`src/rtl/frame_renderer_if.sv`:
```
// Game-state inputs and video/strobe outputs of frame_renderer.
// The slave modport is the renderer side. The master modport is the game/driver side.
interface frame_renderer_if;
    logic [9:0]  PADDLE_X_PIXEL;
    logic [9:0]  BALL_X_PIXEL;
    logic [9:0]  BALL_Y_PIXEL;
    logic [71:0] BLOCK_STATE;
    logic        START_UPDATE;
    logic        HSYNC;
    logic        VSYNC;
    logic [7:0]  RGB;

    modport master (
        output PADDLE_X_PIXEL, BALL_X_PIXEL, BALL_Y_PIXEL, BLOCK_STATE,
        input  START_UPDATE, HSYNC, VSYNC, RGB
    );

    modport slave (
        input  PADDLE_X_PIXEL, BALL_X_PIXEL, BALL_Y_PIXEL, BLOCK_STATE,
        output START_UPDATE, HSYNC, VSYNC, RGB
    );
endinterface

```
`src/rtl/frame_renderer.sv`:
```
// SVGA raster + per-frame state snapshot + 2-stage RGB332 renderer; RGB/syncs lag counters by 2 cycles, no backpressure.
// Define BLOCK_OUTLINE_EN to leave a 1-pixel gap on the right and bottom edge of every block.
module frame_renderer #(
    parameter int H_VISIBLE    = 800,
    parameter int H_FRONT      = 40,
    parameter int H_SYNC       = 128,
    parameter int H_BACK       = 88,
    parameter int V_VISIBLE    = 600,
    parameter int V_FRONT      = 1,
    parameter int V_SYNC       = 4,
    parameter int V_BACK       = 23,
    parameter int BLOCK_X0     = 16,
    parameter int BLOCK_Y0     = 64,
    parameter int BALL_SIZE    = 8,
    parameter int PADDLE_LEN   = 64,
    parameter int PADDLE_Y     = 560,
    parameter int PADDLE_H     = 8,
    parameter int LEFT_WALL_X  = 8,
    parameter int RIGHT_WALL_X = 784,
    parameter int CEILING_Y    = 48,
    parameter int UPDATE_LEN   = 8
) (
    input  logic             CLK,
    input  logic             RESET,
    frame_renderer_if.slave  bus
);
    localparam int H_TOTAL = H_VISIBLE + H_FRONT + H_SYNC + H_BACK;
    localparam int V_TOTAL = V_VISIBLE + V_FRONT + V_SYNC + V_BACK;
    localparam int WALL_W  = 8;

    localparam logic [10:0] H_LAST  = 11'(H_TOTAL - 1);
    localparam logic [10:0] V_LAST  = 11'(V_TOTAL - 1);
    localparam logic [10:0] H_VIS   = 11'(H_VISIBLE);
    localparam logic [10:0] V_VIS   = 11'(V_VISIBLE);
    localparam logic [10:0] HS_BEG  = 11'(H_VISIBLE + H_FRONT);
    localparam logic [10:0] HS_END  = 11'(H_VISIBLE + H_FRONT + H_SYNC);
    localparam logic [10:0] VS_BEG  = 11'(V_VISIBLE + V_FRONT);
    localparam logic [10:0] VS_END  = 11'(V_VISIBLE + V_FRONT + V_SYNC);
    localparam logic [10:0] UPD_LEN = 11'(UPDATE_LEN);

    localparam logic [9:0] BX0      = 10'(BLOCK_X0);
    localparam logic [9:0] BY0      = 10'(BLOCK_Y0);
    localparam logic [9:0] BALL_SZ  = 10'(BALL_SIZE);
    localparam logic [9:0] PAD_LEN  = 10'(PADDLE_LEN);
    localparam logic [9:0] PAD_Y    = 10'(PADDLE_Y);
    localparam logic [9:0] PAD_H    = 10'(PADDLE_H);
    localparam logic [9:0] LWALL    = 10'(LEFT_WALL_X);
    localparam logic [9:0] RWALL    = 10'(RIGHT_WALL_X);
    localparam logic [9:0] CEIL     = 10'(CEILING_Y);
    localparam logic [9:0] WALL_SZ  = 10'(WALL_W);
    localparam logic [9:0] CEIL_END = 10'(RIGHT_WALL_X + WALL_W);

    logic [10:0] h_count, v_count, h_next, v_next;

    logic [9:0]  paddle_sh, ball_x_sh, ball_y_sh;
    logic [71:0] blocks_sh;

    logic [9:0]  x, y;
    logic        in_ball, in_paddle, in_wall, in_field;
    logic [3:0]  blk_col;
    logic [5:0]  blk_row;
    logic [6:0]  blk_idx;

    logic        s1_ball, s1_paddle, s1_wall, s1_field, s1_visible, s1_hsync, s1_vsync;
    logic [6:0]  s1_idx;
    logic [2:0]  s1_row;
    logic [7:0]  pixel;

    function automatic logic [7:0] row_colour(input logic [2:0] row);
        case (row)
            3'd0:    row_colour = 8'hE0;
            3'd1:    row_colour = 8'hEC;
            3'd2:    row_colour = 8'hFC;
            3'd3:    row_colour = 8'h1C;
            3'd4:    row_colour = 8'h1F;
            3'd5:    row_colour = 8'hE3;
            default: row_colour = 8'h00;
        endcase
    endfunction

    // Raster counters
    always_comb begin
        h_next = h_count + 11'd1;
        v_next = v_count;
        if (h_count == H_LAST) begin
            h_next = '0;
            v_next = (v_count == V_LAST) ? '0 : v_count + 11'd1;
        end
    end

    always_ff @(posedge CLK or posedge RESET) begin
        if (RESET) begin
            h_count          <= '0;
            v_count          <= '0;
            bus.START_UPDATE <= 1'b0;
        end else begin
            h_count          <= h_next;
            v_count          <= v_next;
            bus.START_UPDATE <= (v_next == V_VIS) && (h_next != 11'd0) && (h_next <= UPD_LEN);
        end
    end

    // Game state is frozen at the top of vertical blanking so a frame never tears.
    always_ff @(posedge CLK or posedge RESET) begin
        if (RESET) begin
            paddle_sh <= 10'd370;
            ball_x_sh <= 10'd395;
            ball_y_sh <= 10'd400;
            blocks_sh <= '1;
        end else if (h_count == 11'd0 && v_count == V_VIS) begin
            paddle_sh <= bus.PADDLE_X_PIXEL;
            ball_x_sh <= bus.BALL_X_PIXEL;
            ball_y_sh <= bus.BALL_Y_PIXEL;
            blocks_sh <= bus.BLOCK_STATE;
        end
    end

    // Offsets wrap modulo 1024, so pixels left of / above an object fail the range test.
    always_comb begin
        x         = h_count[9:0];
        y         = v_count[9:0];
        in_ball   = ((x - ball_x_sh) < BALL_SZ) && ((y - ball_y_sh) < BALL_SZ);
        in_paddle = ((x - paddle_sh) < PAD_LEN) && ((y - PAD_Y) < PAD_H);
        in_wall   = ((y >= CEIL) && (((x - LWALL) < WALL_SZ) || ((x - RWALL) < WALL_SZ)))
                 || (((y - CEIL) < WALL_SZ) && (x >= LWALL) && (x < CEIL_END));
        blk_col   = 4'((x - BX0) >> 6);
        blk_row   = 6'((y - BY0) >> 4);
        in_field  = (blk_col < 4'd12) && (blk_row < 6'd6);
`ifdef BLOCK_OUTLINE_EN
        if ((((x - BX0) & 10'h03F) == 10'h03F) || (((y - BY0) & 10'h00F) == 10'h00F))
            in_field = 1'b0;
`endif
        blk_idx   = 7'(blk_row[2:0]) * 7'd12 + 7'(blk_col);
    end

    always_ff @(posedge CLK or posedge RESET) begin
        if (RESET) begin
            s1_ball    <= 1'b0;
            s1_paddle  <= 1'b0;
            s1_wall    <= 1'b0;
            s1_field   <= 1'b0;
            s1_idx     <= '0;
            s1_row     <= '0;
            s1_visible <= 1'b0;
            s1_hsync   <= 1'b0;
            s1_vsync   <= 1'b0;
        end else begin
            s1_ball    <= in_ball;
            s1_paddle  <= in_paddle;
            s1_wall    <= in_wall;
            s1_field   <= in_field;
            s1_idx     <= in_field ? blk_idx : 7'd0;
            s1_row     <= blk_row[2:0];
            s1_visible <= (h_count < H_VIS) && (v_count < V_VIS);
            s1_hsync   <= (h_count >= HS_BEG) && (h_count < HS_END);
            s1_vsync   <= (v_count >= VS_BEG) && (v_count < VS_END);
        end
    end

    always_comb begin
        pixel = 8'h00;
        if (s1_visible) begin
            if (s1_ball)
                pixel = 8'hFF;
            else if (s1_paddle)
                pixel = 8'hB6;
            else if (s1_wall)
                pixel = 8'h03;
            else if (s1_field && blocks_sh[s1_idx])
                pixel = row_colour(s1_row);
        end
    end

    always_ff @(posedge CLK or posedge RESET) begin
        if (RESET) begin
            bus.RGB   <= 8'h00;
            bus.HSYNC <= 1'b0;
            bus.VSYNC <= 1'b0;
        end else begin
            bus.RGB   <= pixel;
            bus.HSYNC <= s1_hsync;
            bus.VSYNC <= s1_vsync;
        end
    end
endmodule

```
`src/flat_wrapper.sv`:
```
// flat-port wrapper written by rule: the top's interface ports become plain ports
module frame_renderer_flat 
#(
    parameter int H_VISIBLE    = 800,
    parameter int H_FRONT      = 40,
    parameter int H_SYNC       = 128,
    parameter int H_BACK       = 88,
    parameter int V_VISIBLE    = 600,
    parameter int V_FRONT      = 1,
    parameter int V_SYNC       = 4,
    parameter int V_BACK       = 23,
    parameter int BLOCK_X0     = 16,
    parameter int BLOCK_Y0     = 64,
    parameter int BALL_SIZE    = 8,
    parameter int PADDLE_LEN   = 64,
    parameter int PADDLE_Y     = 560,
    parameter int PADDLE_H     = 8,
    parameter int LEFT_WALL_X  = 8,
    parameter int RIGHT_WALL_X = 784,
    parameter int CEILING_Y    = 48,
    parameter int UPDATE_LEN   = 8
)
  (CLK, RESET, bus_PADDLE_X_PIXEL, bus_BALL_X_PIXEL, bus_BALL_Y_PIXEL, bus_BLOCK_STATE, bus_START_UPDATE, bus_HSYNC, bus_VSYNC, bus_RGB);
  frame_renderer_if bus_i ();
  input  logic CLK;
  input  logic RESET;
  input wire logic [$bits(bus_i.PADDLE_X_PIXEL)-1:0] bus_PADDLE_X_PIXEL;
  input wire logic [$bits(bus_i.BALL_X_PIXEL)-1:0] bus_BALL_X_PIXEL;
  input wire logic [$bits(bus_i.BALL_Y_PIXEL)-1:0] bus_BALL_Y_PIXEL;
  input wire logic [$bits(bus_i.BLOCK_STATE)-1:0] bus_BLOCK_STATE;
  output wire logic [$bits(bus_i.START_UPDATE)-1:0] bus_START_UPDATE;
  output wire logic [$bits(bus_i.HSYNC)-1:0] bus_HSYNC;
  output wire logic [$bits(bus_i.VSYNC)-1:0] bus_VSYNC;
  output wire logic [$bits(bus_i.RGB)-1:0] bus_RGB;
  assign bus_i.PADDLE_X_PIXEL = bus_PADDLE_X_PIXEL;
  assign bus_i.BALL_X_PIXEL = bus_BALL_X_PIXEL;
  assign bus_i.BALL_Y_PIXEL = bus_BALL_Y_PIXEL;
  assign bus_i.BLOCK_STATE = bus_BLOCK_STATE;
  assign bus_START_UPDATE = bus_i.START_UPDATE;
  assign bus_HSYNC = bus_i.HSYNC;
  assign bus_VSYNC = bus_i.VSYNC;
  assign bus_RGB = bus_i.RGB;
  frame_renderer #(.H_VISIBLE(H_VISIBLE), .H_FRONT(H_FRONT), .H_SYNC(H_SYNC), .H_BACK(H_BACK), .V_VISIBLE(V_VISIBLE), .V_FRONT(V_FRONT), .V_SYNC(V_SYNC), .V_BACK(V_BACK), .BLOCK_X0(BLOCK_X0), .BLOCK_Y0(BLOCK_Y0), .BALL_SIZE(BALL_SIZE), .PADDLE_LEN(PADDLE_LEN), .PADDLE_Y(PADDLE_Y), .PADDLE_H(PADDLE_H), .LEFT_WALL_X(LEFT_WALL_X), .RIGHT_WALL_X(RIGHT_WALL_X), .CEILING_Y(CEILING_Y), .UPDATE_LEN(UPDATE_LEN)) u_core (.CLK(CLK), .RESET(RESET), .bus(bus_i));
endmodule
```
`config.mk`:
```
export PLATFORM = sky130hd
export DESIGN_NAME = frame_renderer_flat
export DESIGN_NICKNAME = d
export VERILOG_FILES = /design/src/rtl/frame_renderer_if.sv /design/src/rtl/frame_renderer.sv /design/src/flat_wrapper.sv
export SDC_FILE = /design/constraint.sdc
export NUM_CORES = 1
export LEC_CHECK = 0
export ABC_AREA = 1
export BUFFER_PORTS_ARGS = -buffer_cell sky130_fd_sc_hd__buf_2
export CORE_MARGIN = 3
export CORE_UTILIZATION = 55
export CTS_BUF_LIST = sky130_fd_sc_hd__clkbuf_16
export CTS_CLUSTER_SIZE = 28
export DETAILED_ROUTE_END_ITERATION = 6
export PLACE_DENSITY = 0.88
export SLEW_MARGIN = 20
export SYNTH_ARGS = -nofsm -noshare
export SYNTH_HDL_FRONTEND = slang
export SYNTH_SLANG_ARGS = --single-unit
```
`constraint.sdc`:
```
create_clock -name CLK -period 9.22 [get_ports CLK]
set_input_delay 2.766 -clock CLK [delete_from_list [all_inputs] [get_ports CLK]]
set_output_delay 2.766 -clock CLK [all_outputs]
set_load 0.005 [all_outputs]
```
==> report_table.html <==
<table>
<tr><th>Metric</th><th>Value</th></tr>
<tr><th colspan="2">Status</th></tr>
<tr><td>Run status</td><td>completed</td></tr>
<tr><th colspan="2">Timing</th></tr>
<tr><td>Setup repair after global routing missed its margin</td><td>no</td></tr>
<tr><td>Hold Slack</td><td>roughly 0.35 ns</td></tr>
<tr><td>Total negative slack for setup checks</td><td>0 ns</td></tr>
<tr><td>Final critical-path required period</td><td>~3.8 ns</td></tr>
<tr><td>Number of max-slew violations in the final report</td><td>0</td></tr>
<tr><td>Final Setup Violations</td><td>0</td></tr>
<tr><td>Setup WS post-layout</td><td>around 5.4 ns</td></tr>
<tr><td>Peak clock frequency supported by timing</td><td>261.1 MHz</td></tr>
<tr><td>Relative slew slack</td><td>0.2927</td></tr>
<tr><td>Fin crit share</td><td>0.4153</td></tr>
<tr><td>Number of hold violations in the final report</td><td>0</td></tr>
<tr><td>Setup clock skew after layout</td><td>0.008286 ns</td></tr>
<tr><td>Least-Margin Pin Slew</td><td>1.061 ns</td></tr>
<tr><th colspan="2">Critical path</th></tr>
<tr><td>Setup CP Type</td><td>primary input to async pin</td></tr>
<tr><td>Worst EP arrival</td><td>4.25 ns</td></tr>
<tr><td>Kind of launch point of the worst setup path</td><td>primary input</td></tr>
<tr><td>Critical Path End Type</td><td>async pin</td></tr>
<tr><td>Largest fanout on the critical path</td><td>77</td></tr>
<tr><td>Worst EP required</td><td>between 9 and 10 ns</td></tr>
<tr><th colspan="2">Detailed routing</th></tr>
<tr><td>Detail Route Antenna Nets</td><td>0</td></tr>
<tr><td>Total wire length</td><td>roughly 19 mm</td></tr>
<tr><td>Number of search-and-repair iterations in the first detailed-routing pass</td><td>5</td></tr>
<tr><td>Via Count</td><td>6814</td></tr>
<tr><td>Number of violations reported at the end of detailed-routing iteration 0</td><td>530</td></tr>
<tr><td>Post-detailed-route wirelength per cell</td><td>15.60 um</td></tr>
<tr><td>Post-detailed-route via-to-cell ratio</td><td>between 5 and 6</td></tr>
<tr><td>Number of remaining DRC errors</td><td>0</td></tr>
<tr><th colspan="2">Power and ir drop</th></tr>
<tr><td>NetSw</td><td>approximately 340 uW</td></tr>
<tr><td>Cell Int Power</td><td>1.163 mW</td></tr>
<tr><td>Pwr dens</td><td>between 150 and 200 nW/um^2</td></tr>
<tr><td>Relative contribution of sequential cells to total power</td><td>0.476</td></tr>
<tr><td>Worst VDD drop</td><td>0.0001220 V</td></tr>
<tr><td>Static leakage</td><td>roughly 4.8 nW</td></tr>
<tr><td>Switch share</td><td>0.2237</td></tr>
<tr><td>Power share of the combinational group</td><td>0.062</td></tr>
<tr><td>Clk pwr share</td><td>0.462</td></tr>
<tr><th colspan="2">Placement</th></tr>
<tr><td>PortBufs</td><td>between 100 and 150</td></tr>
<tr><td>DP HPWL</td><td>about 14 mm</td></tr>
<tr><td>Dpl cells</td><td>about 1.2k</td></tr>
<tr><td>Gp weighted congestion</td><td>0.9530</td></tr>
<tr><td>Worst slack, placed</td><td>between 4 and 5 ns</td></tr>
<tr><th colspan="2">Cells and area</th></tr>
<tr><td>Inserted Diodes</td><td>0</td></tr>
<tr><td>Sequential cell area</td><td>between 3000 and 4000 sq um</td></tr>
<tr><td>Fraction of layout cells with a size suffix above 1</td><td>0.3475</td></tr>
<tr><td>Net count, final</td><td>1172</td></tr>
<tr><td>Count of non-filler cells in the finished layout</td><td>about 1.2k</td></tr>
<tr><td>Most frequent standard cell in the layout excluding fill and tap cells</td><td>sky130_fd_sc_hd__nand2_1</td></tr>
<tr><td>Relative area change from synthesis to final layout</td><td>14.35%</td></tr>
<tr><td>Most used cells in the layout excluding fill and tap cells</td><td>174 x sky130_fd_sc_hd__nand2_1, 114 x sky130_fd_sc_hd__buf_2, 108 x sky130_fd_sc_hd__inv_1</td></tr>
<tr><td>Footprint of the multi-input gates</td><td>roughly 4100 sq um</td></tr>
<tr><td>Number of filler cells placed in the layout</td><td>between 1k and 1.5k</td></tr>
<tr><th colspan="2">Global route</th></tr>
<tr><td>GRT Total Usage</td><td>0.2292</td></tr>
<tr><td>Initial antenna violation count</td><td>0</td></tr>
<tr><td>Largest net degree at the start of global routing</td><td>85</td></tr>
<tr><td>Via count of the first global-routing pass</td><td>6774</td></tr>
<tr><td>Wire length of the first global-routing pass</td><td>between 30 and 40 mm</td></tr>
<tr><td>Grt total ovfl</td><td>0</td></tr>
<tr><th colspan="2">Synth</th></tr>
<tr><td>Number of nets in the synthesized netlist</td><td>about 1.1k</td></tr>
<tr><td>Multiplexer fraction of the synthesized cell area</td><td>0.1325</td></tr>
<tr><td>Adder-cell area share of the yosys netlist</td><td>0.07103</td></tr>
<tr><td>Parity-gate share of the synthesized area counting xor and xnor cells</td><td>0.02728</td></tr>
<tr><td>Post-Synthesis Mean Instance Area</td><td>9.524 sq um</td></tr>
<tr><td>Number of standard cells after synthesis</td><td>between 900 and 1k</td></tr>
<tr><td>EDFF count, synth</td><td>0</td></tr>
<tr><td>Total number of yosys warnings</td><td>0</td></tr>
<tr><td>Post-synthesis compound-gate area fraction</td><td>0.05327</td></tr>
<tr><td>Main synth FF type</td><td>sky130_fd_sc_hd__dfstp_2</td></tr>
<tr><td>Simple-Gate Fraction of Synth Area</td><td>0.1923</td></tr>
<tr><td>Distinct cells, synth</td><td>just over 50</td></tr>
<tr><td>Register area share after synthesis</td><td>0.4482</td></tr>
<tr><td>Async S/R FF share, synth</td><td>1.000</td></tr>
<tr><td>Netlist Area Pre-Place</td><td>8667 sq um</td></tr>
<tr><td>Most area-consuming cells after synthesis</td><td>sky130_fd_sc_hd__dfstp_2 26%, sky130_fd_sc_hd__dfrtp_1 19%, sky130_fd_sc_hd__mux2_2 12%</td></tr>
<tr><td>Cell taking the most area after synthesis</td><td>sky130_fd_sc_hd__dfstp_2</td></tr>
<tr><td>Combinational family with the most area after synthesis</td><td>simple AND/OR/NAND/NOR gates</td></tr>
<tr><td>Flip-flop and latch count after synthesis</td><td>around 150</td></tr>
<tr><td>Post-synth top area share</td><td>0.2577</td></tr>
<tr><th colspan="2">Run</th></tr>
<tr><td>Max Cap Viol</td><td>0</td></tr>
<tr><th colspan="2">Die</th></tr>
<tr><td>Effective utilization at floorplan</td><td>0.5659</td></tr>
<tr><td>Vertical die dimension</td><td>about 130 um</td></tr>
<tr><td>Die Outline Area</td><td>between 15000 and 20000 sq um</td></tr>
<tr><td>Number of top-level design ports</td><td>115</td></tr>
<tr><td>Standard-cell row count</td><td>45</td></tr>
<tr><td>Core Box Area</td><td>15310 sq um</td></tr>
<tr><td>Horizontal extent of the die</td><td>131.5 um</td></tr>
<tr><th colspan="2">Clocking</th></tr>
<tr><td>Maximum number of buffers from clock root to sink</td><td>2</td></tr>
<tr><td>Clk Tree Root Cell</td><td>sky130_fd_sc_hd__clkbuf_16</td></tr>
<tr><td>Clock-pin slew on the worst setup and hold paths</td><td>roughly 0.06 ns</td></tr>
<tr><td>Post-CTS Setup Inserts</td><td>0</td></tr>
<tr><td>CTS Hold Bufs</td><td>0</td></tr>
<tr><td>Clock insertion delay at the later pin of the skew report</td><td>0.42 ns</td></tr>
<tr><td>CTS sink cnt</td><td>around 150</td></tr>
<tr><td>Depth of the CTS H-tree</td><td>4</td></tr>
<tr><td>Number of clock buffers inserted by TritonCTS</td><td>17</td></tr>
<tr><td>Count of instances resized after the clock tree is built</td><td>0</td></tr>
<tr><td>TritonCTS clock tree</td><td>yes</td></tr>
<tr><th colspan="2">Worst hold path</th></tr>
<tr><td>Path type of the worst min-delay path</td><td>flop to flop</td></tr>
</table>
worst max-delay path: stages:
cell                    delay, ns
sky130_fd_sc_hd__buf_2       0.12
sky130_fd_sc_hd__inv_6       0.46
sky130_fd_sc_hd__buf_4       0.83
through the flow:
stage	instance area [sq um]	util	total power [mW]
final	9911	0.6471	1.498
after global routing	9911	0.6471	1.556
after CTS	9911	0.6471	1.514
after detailed placement	9316	0.6083	0.8166
after global placement	9316	0.6083	0.8105
after floorplan	8667	-	0.7764
power by group through the flow:
stage          registers, mW  clock network (mW)  logic [mW]
6_report               0.713               0.692      0.0935
5_1_grt                0.715               0.735       0.105
4_1_cts                0.713               0.706      0.0948
3_5_place_dp           0.723                   0      0.0936
3_3_place_gp           0.721                   0      0.0897
2_1_floorplan          0.719                   0      0.0578
cell families after synthesis:
logic type      count (synthesis)
xor+xnor                       27
fa+ha+maj                      48
flops                         151
mux                           102
compound gates                 77
buf+inv                       143
simple gates                  362
layer usage:
layer / up-vias / global-route usage / wire length (um)
li1: 3234 / - / -
met1: 3266 / 0.2920 / 8015
met2: 284 / 0.4000 / 9701
met3: 30 / 0.04671 / 1343
met4: 0 / 0.05893 / 341
met5: - / 0 / 0
Yosys cell counts, types with 2 or more instances:
cell type and number:
sky130_fd_sc_hd__a211oi_1 4, sky130_fd_sc_hd__a21o_1 3, sky130_fd_sc_hd__a21oi_1 32, sky130_fd_sc_hd__and2_1 2, sky130_fd_sc_hd__buf_2 8, sky130_fd_sc_hd__buf_4 4, sky130_fd_sc_hd__buf_6 12, sky130_fd_sc_hd__clkbuf_1 2
sky130_fd_sc_hd__dfrtp_1 66, sky130_fd_sc_hd__dfstp_2 85, sky130_fd_sc_hd__fa_1 2, sky130_fd_sc_hd__ha_1 46, sky130_fd_sc_hd__inv_1 108, sky130_fd_sc_hd__inv_2 7, sky130_fd_sc_hd__mux2_1 7, sky130_fd_sc_hd__mux2_2 95
sky130_fd_sc_hd__nand2_1 174, sky130_fd_sc_hd__nand2_2 4, sky130_fd_sc_hd__nand3_1 84, sky130_fd_sc_hd__nand3b_1 3, sky130_fd_sc_hd__nand4_1 17, sky130_fd_sc_hd__nor2_1 52, sky130_fd_sc_hd__nor2_2 3, sky130_fd_sc_hd__nor2_4 2
sky130_fd_sc_hd__nor3_1 5, sky130_fd_sc_hd__nor3_2 5, sky130_fd_sc_hd__nor4_1 2, sky130_fd_sc_hd__o2111a_1 2, sky130_fd_sc_hd__o2111ai_1 2, sky130_fd_sc_hd__o21ai_0 20, sky130_fd_sc_hd__o21bai_1 4, sky130_fd_sc_hd__o221ai_1 2
sky130_fd_sc_hd__o41ai_1 2, sky130_fd_sc_hd__or2_2 2, sky130_fd_sc_hd__xnor2_1 13, sky130_fd_sc_hd__xor2_1 14
sequential cells by signal (all words and copies together), names as in the netlist:
name / flops
u_core.blocks_sh: 72
u_core.h_count: 11
u_core.v_count: 11
u_core.ball_x_sh: 10
u_core.ball_y_sh: 10
u_core.paddle_sh: 10
u_core.bus.RGB: 7
u_core.s1_idx: 7
u_core.s1_row: 3
u_core.bus.HSYNC: 1
u_core.bus.START_UPDATE: 1
u_core.bus.VSYNC: 1
u_core.s1_ball: 1
u_core.s1_field: 1
u_core.s1_hsync: 1
u_core.s1_paddle: 1
u_core.s1_visible: 1
u_core.s1_vsync: 1
u_core.s1_wall: 1
cell type report:
class                      count  share of cell area
tap                          211             0.02664
multi-input combinational    616              0.4166
clock buffer                  18             0.04545
clock inverter                14             0.01452
inverter                     117             0.04494
timing repair buffer         117             0.05984
sequential                   151              0.3920
final timing paths:
| check | to | slack, ns | cells after the start | start |
|---|---|---|---|---|
| worst max-delay path | u_core.bus.RGB[6] | 5.39 | 3 | RESET |
| worst min-delay path | u_core.bus.HSYNC | 0.35 | 0 | u_core.s1_hsync |
| worst max register to register | u_core.paddle_sh[0] | 5.90 | 7 | u_core.v_count[5] |
| worst min register to register | u_core.bus.HSYNC | 0.35 | 0 | u_core.s1_hsync |
| max in group CLK | bus_HSYNC | 5.54 | 1 | u_core.bus.HSYNC |
| min in group asynchronous | u_core.paddle_sh[0] | 2.45 | 2 | RESET |
Note: power is estimated with default switching activity, not from simulation.
